<file path="config.mk">
export PLATFORM = sky130hd
export DESIGN_NAME = iir_out_requant
export DESIGN_NICKNAME = d
export VERILOG_FILES = /design/src/rtl/iir_out_requant.sv
export SDC_FILE = /design/constraint.sdc
export NUM_CORES = 1
export LEC_CHECK = 0
export ABC_AREA = 1
export ABC_CLOCK_PERIOD_IN_PS = 2600
export BUFFER_PORTS_ARGS = -buffer_cell sky130_fd_sc_hd__buf_2
export CAP_MARGIN = 40
export CORE_MARGIN = 2
export CORE_UTILIZATION = 40
export CTS_CLUSTER_SIZE = 30
export DETAILED_ROUTE_END_ITERATION = 12
export PLACE_DENSITY_LB_ADDON = 0.05
export SETUP_SLACK_MARGIN = 0.2
export SLEW_MARGIN = 20
export SYNTH_ARGS = -nofsm -noshare
export SYNTH_HDL_FRONTEND = slang
export SYNTH_SLANG_ARGS = --single-unit
</file>
<file path="constraint.sdc">
create_clock -name clk_i -period 2.6 [get_ports clk_i]
set_input_delay 0.13 -clock clk_i [delete_from_list [all_inputs] [get_ports clk_i]]
set_output_delay 0.13 -clock clk_i [all_outputs]
set_load 0.03 [all_outputs]
</file>
<file path="src/rtl/iir_out_requant.sv">
// Output requantizer for the IIR filter: arithmetic shift, saturate, decimate, then buffer
// kept samples in a first-word-fall-through FIFO feeding a valid/ready stream.
module iir_out_requant #(
    parameter int unsigned DATA_IN_WIDTH  = 32,
    parameter int unsigned DATA_OUT_WIDTH = 16,
    parameter int unsigned FIFO_DEPTH     = 8,
    parameter int unsigned DECIM_WIDTH    = 8
) (
    input  logic                              clk_i,
    input  logic                              reset_i,
    input  logic [DATA_IN_WIDTH-1:0]          data_in_i,
    input  logic                              in_valid_i,
    input  logic [4:0]                        shift_i,
    input  logic [DECIM_WIDTH-1:0]            decim_factor_i,
    input  logic                              clear_flags_i,
    output logic [DATA_OUT_WIDTH-1:0]         out_data_o,
    output logic                              out_valid_o,
    input  logic                              out_ready_i,
    output logic [$clog2(FIFO_DEPTH):0]       fill_level_o,
    output logic                              sat_flag_o,
    output logic                              overflow_o
);

    localparam int unsigned AddrW = $clog2(FIFO_DEPTH);
    localparam int unsigned PtrW  = AddrW + 1;

    localparam logic signed [DATA_IN_WIDTH-1:0] OutMax =
        DATA_IN_WIDTH'((2 ** (DATA_OUT_WIDTH - 1)) - 1);
    localparam logic signed [DATA_IN_WIDTH-1:0] OutMin = ~OutMax;

    // ------------------------------------------------------------------
    // Requant stage
    // ------------------------------------------------------------------
    logic signed [DATA_IN_WIDTH-1:0] shifted;
    logic                            sat_hi;
    logic                            sat_lo;
    logic [DATA_OUT_WIDTH-1:0]       requant;

    assign shifted = $signed(data_in_i) >>> shift_i;

    always_comb begin
        sat_hi  = shifted > OutMax;
        sat_lo  = shifted < OutMin;
        requant = shifted[DATA_OUT_WIDTH-1:0];
        if (sat_hi) begin
            requant = OutMax[DATA_OUT_WIDTH-1:0];
        end else if (sat_lo) begin
            requant = OutMin[DATA_OUT_WIDTH-1:0];
        end
    end

    // ------------------------------------------------------------------
    // Decimation counter
    // ------------------------------------------------------------------
    logic [DECIM_WIDTH-1:0] cnt_q;
    logic [DECIM_WIDTH-1:0] cnt_d;
    logic [DECIM_WIDTH-1:0] decim_last;
    logic                   keep;

    // >= rather than == so a lowered factor wraps immediately instead of sticking.
    always_comb begin
        decim_last = (decim_factor_i == '0) ? '0 : decim_factor_i - DECIM_WIDTH'(1);
        keep       = in_valid_i && (cnt_q == '0);
        cnt_d      = cnt_q;
        if (in_valid_i) begin
            cnt_d = (cnt_q >= decim_last) ? '0 : cnt_q + DECIM_WIDTH'(1);
        end
    end

    logic                      stg_valid_q;
    logic                      stg_keep_q;
    logic                      stg_sat_q;
    logic [DATA_OUT_WIDTH-1:0] stg_data_q;

    always_ff @(posedge clk_i or posedge reset_i) begin
        if (reset_i) begin
            cnt_q       <= '0;
            stg_valid_q <= 1'b0;
            stg_keep_q  <= 1'b0;
            stg_sat_q   <= 1'b0;
            stg_data_q  <= '0;
        end else begin
            cnt_q       <= cnt_d;
            stg_valid_q <= in_valid_i;
            stg_keep_q  <= keep;
            stg_sat_q   <= sat_hi | sat_lo;
            stg_data_q  <= requant;
        end
    end

    // ------------------------------------------------------------------
    // FIFO
    // ------------------------------------------------------------------
    logic [DATA_OUT_WIDTH-1:0] mem_q [FIFO_DEPTH];
    logic [PtrW-1:0]           wr_ptr_q;
    logic [PtrW-1:0]           rd_ptr_q;
    logic [PtrW-1:0]           wr_ptr_d;
    logic [PtrW-1:0]           rd_ptr_d;
    logic                      empty;
    logic                      full;
    logic                      push;
    logic                      pop;
    logic                      wr_en;
    logic                      drop;

    always_comb begin
        empty    = (wr_ptr_q == rd_ptr_q);
        full     = (wr_ptr_q[AddrW] != rd_ptr_q[AddrW]) &&
                   (wr_ptr_q[AddrW-1:0] == rd_ptr_q[AddrW-1:0]);
        push     = stg_valid_q && stg_keep_q;
        pop      = !empty && out_ready_i;
        // A pop in the same cycle frees the slot a full FIFO needs for the push.
        wr_en    = push && (!full || pop);
        drop     = push && full && !pop;
        wr_ptr_d = wr_en ? wr_ptr_q + PtrW'(1) : wr_ptr_q;
        rd_ptr_d = pop ? rd_ptr_q + PtrW'(1) : rd_ptr_q;
    end

    always_ff @(posedge clk_i) begin
        if (wr_en) begin
            mem_q[wr_ptr_q[AddrW-1:0]] <= stg_data_q;
        end
    end

    // ------------------------------------------------------------------
    // Pointers and sticky flags
    // ------------------------------------------------------------------
    logic sat_q;
    logic sat_d;
    logic ovf_q;
    logic ovf_d;

    always_comb begin
        sat_d = (push && stg_sat_q) || (sat_q && !clear_flags_i);
        ovf_d = drop || (ovf_q && !clear_flags_i);
    end

    always_ff @(posedge clk_i or posedge reset_i) begin
        if (reset_i) begin
            wr_ptr_q <= '0;
            rd_ptr_q <= '0;
            sat_q    <= 1'b0;
            ovf_q    <= 1'b0;
        end else begin
            wr_ptr_q <= wr_ptr_d;
            rd_ptr_q <= rd_ptr_d;
            sat_q    <= sat_d;
            ovf_q    <= ovf_d;
        end
    end

    // Head is forced to zero when empty so reset and drain present a clean bus.
    assign out_data_o   = empty ? '0 : mem_q[rd_ptr_q[AddrW-1:0]];
    assign out_valid_o  = !empty;
    assign fill_level_o = wr_ptr_q - rd_ptr_q;
    assign sat_flag_o   = sat_q;
    assign overflow_o   = ovf_q;

endmodule

</file>
==> flow_metrics.py <==
metrics = {
    "floorplan": {
        "row_count": 53,
        "die_w_um": 150,
        "die_area_um2": 22500,
        "initial_utilization_pct": 40.7,
        "io_pins": 73,
        "die_h_um": 150,
        "fp.coreArea_um2": 21000,
    },
    "synthesis": {
        "synth_flop_cell": "edfxtp_1",
        "synth.net_count": 1024,
        "synth_top_family_by_area": "simple AND/OR/NAND/NOR gates",
        "synthTopCellsByArea": "edfxtp_1 (45%), dfrtp_1 (11%), nand2_1 (9.7%)",
        "synth_cell_type_count": 37,
        "synth_edf_count": 128,
        "yosysWarnings": 0,
        "muxShareOfSynthArea_pct": 0.704,
        "netlist_instances": 957,
        "synth-seq-area-share_pct": 55.9,
        "syn-cell-area_um2": 8530,
        "postSynthAreaPerCell_um2": 8.91,
        "ys_ff_latch": 165,
        "yosys.area_share.simple_pct": 22.3,
        "synthAdderAreaFrac_pct": 2.58,
        "synth_top_area_share_pct": 45.1,
        "synth_xor_area_share_pct": 1.33,
        "async_flop_share_pct": 22.4,
        "synth_compound_area_share_pct": 12.1,
        "yosysTopAreaCell": "edfxtp_1",
    },
    "placed_design": {
        "place_inst": 1273,
        "io_buffers": 72,
        "dpl.hpwl_um": 13400,
        "gp_congestion": 0.938,
    },
    "clock_network": {
        "cts.sinks": 165,
        "htreeDepth": 4,
        "cts_tree": "yes",
        "clk_pin_slew_ns": 0.06,
        "insertion_delay_ns": 0.41,
        "ctsRootBufferMaster": "clkbuf_16",
        "clock_path_buffers": 2,
        "cts_buffers": 17,
    },
    "detailed_routing": {
        "routed_wl_um": 21300,
        "post_drt_wl_per_cell_um": 16.2,
        "drc": 0,
        "vias": 6723,
        "vias_per_cell": 5.10,
        "drt_iter0_drc": 325,
        "postRouteAntennaNets": 0,
        "firstDrtPassIters": 5,
    },
    "sta": {
        "grt_setup_unrepaired": "yes",
        "max_freq_ghz": 0.435,
        "holdWs_ns": 0.0472,
        "final-setup-viol-count": 0,
        "tightest_slew_ns": 0.575,
        "worst_clock_skew_ns": 0.00874,
        "tns_ns": 0,
        "drv_slew": 0,
        "hold_violations": 0,
        "max_slew_margin_pct": 61.6,
        "period_needed_ns": 2.30,
        "fin_crit_sh_pct": 88.4,
    },
    "power_and_ir_drop": {
        "power_frac_clock_pct": 23.5,
        "power.leakage_uw": 0.00410,
        "pwr-share-comb_pct": 44.0,
        "internal_power_uw": 5990,
        "power_density_nw_per_um2": 982,
        "p_seq_share_pct": 32.5,
        "vdd_ir_drop_max_mv": 0.455,
        "p_sw_uw": 3970,
        "p_sw_share_pct": 39.9,
        "totalPowerFinal_uw": 9960,
    },
    "setup_path": {
        "cp_data_arrival_time_ns": 2.17,
        "cp_max_fo": 8,
        "worstRegToRegCells": 7,
        "r2r_start": "wr_ptr_q[2]",
        "critical_path_class": "reg2out",
        "regToRegEndpoint": "mem_q[2][5]",
        "reg2reg_setup_slack_ns": 0.47,
        "end_kind": "output port",
        "critPathLaunchType": "flop",
        "cp.required_ns": 2.47,
    },
    "flow_run": {
        "drv_cap": 0,
    },
    "cells_and_area": {
        "final_common_cell": "nand2_1",
        "fillers": 2100,
        "instances_no_fill": 1318,
        "final_util_pct": 48.4,
        "num_antenna_cells": 0,
        "mostFrequentLayoutCells": "nand2_1 (219), nor2_1 (139), edfxtp_1 (128)",
        "syn_to_final_growth_pct": 18.9,
        "drive_gt1_share_pct": 15.5,
        "nets": 1097,
    },
    "global_routing": {
        "grt.total_usage_pct": 19.1,
        "gr-total-overflow": 0,
        "antenna_found_initial": 0,
        "grt_max_degree": 38,
        "grt_pass1_wl_um": 33000,
        "grt_pass1_vias": 6413,
    },
    "min_path": {
        "min_from": "out_ready_i",
        "min_path_type": "in2reg",
        "hold_end": "overflow_o",
        "holdPathStages": 4,
    },
    "status": {
        "status": "completed",
    },
}
per-layer routing:
| layer | GRT usage (%) | wire length, um | up-vias |
|---|---|---|---|
| met1 | 24.0 | 9720 | 3129 |
| li1 | - | - | 3449 |
| met5 | 0 | 0 | - |
| met3 | 2.62 | 644 | 20 |
| met4 | 5.52 | 284 | 0 |
| met2 | 34.2 | 10700 | 125 |
kinds of logic (layout without fill, tap and decap cells):
| kind of cell | Yosys count | count (layout) |
|---|---|---|
| buf+inv | 100 | 186 |
| simple gates | 469 | 469 |
| mux | 6 | 6 |
| fa+ha+maj | 17 | 17 |
| flops | 165 | 165 |
| compound gates | 187 | 187 |
| xor+xnor | 13 | 13 |
flip-flops by register name, indices dropped and copies added, names as in the netlist:
name / flops
cnt_q: 8
mem_q: 128
overflow_o: 1
rd_ptr_q: 4
sat_flag_o: 1
stg_data_q: 16
stg_keep_q: 1
stg_sat_q: 1
stg_valid_q: 1
wr_ptr_q: 4
power by group through the flow:
| stage | Combinational, uW | Clock, uW | Sequential [uW] |
|---|---|---|---|
| after floorplan | 2810 | 0 | 3230 |
| after global placement | 3910 | 0 | 3280 |
| after detailed placement | 3920 | 0 | 3280 |
| after CTS | 4140 | 2390 | 3220 |
| after global routing | 4840 | 2480 | 3260 |
| final | 4380 | 2340 | 3240 |
worst max-delay path, stage by stage, from the launching register on:
cell       delay (ns)
dfrtp_1          0.44
ha_4             0.28
nand3_2          0.09
nor2_1           0.07
inv_2            0.17
clkbuf_16        0.20
o21ai_1          0.10
a31oi_2          0.21
buf_4            0.20
worst max-delay path by stage:
| stage | from | end | cells after the start |
|---|---|---|---|
| 5_1_grt | rd_ptr_q[0] | out_data_o[5] | 8 |
| 3_5_place_dp | decim_factor_i[0] | cnt_q[3] | 18 |
| 6_report | wr_ptr_q[2] | out_data_o[6] | 8 |
| 4_1_cts | wr_ptr_q[1] | out_data_o[1] | 8 |
| 2_1_floorplan | rd_ptr_q[2] | mem_q[7][0] | 8 |
| 3_3_place_gp | decim_factor_i[0] | cnt_q[3] | 18 |
repair_timing:
| action | CTS | global route |
|---|---|---|
| endpoints found under the setup margin | 16 | 16 |
| cloned | 1 | 3 |
| hold endpoints to repair | 41 | 0 |
| setup buffers | 2 | 3 |
| resized for setup | 12 | 14 |
| pin swaps | 0 | 1 |
| hold buffers | 4 | 0 |
synthesized netlist by cell type (all sizes together) (10+ instances only):
| cell type | count |
|---|---|
| nand2 | 222 |
| nor2 | 147 |
| edfxtp | 128 |
| o21ai | 121 |
| nand3 | 87 |
| inv | 45 |
| dfrtp | 37 |
| clkbuf | 31 |
| a31oi | 23 |
| buf | 22 |
| o22ai | 18 |
| ha | 16 |
| a21oi | 12 |
| xor2 | 10 |
through the flow:
step | area [um^2] | worst slack, ns
floorplan | 8660 | 0.205
global placement | 9310 | 0.258
detailed placement | 9310 | 0.199
CTS | 9990 | 0.245
global route | 10100 | 0.174
finish | 10100 | 0.303
layout make-up:
type                    count  area (um^2)  share of cell area (%)
clock buffers              20          437                    4.31
clock inverters            12          113                    1.11
inverters                  47          179                    1.76
multi-input cells         692         3500                    34.5
flip-flops and latches    165         4770                    47.0
well taps                 275          344                    3.39
repair buffers            107          798                    7.87
No activity file was read; power rests on OpenSTA's default activity.
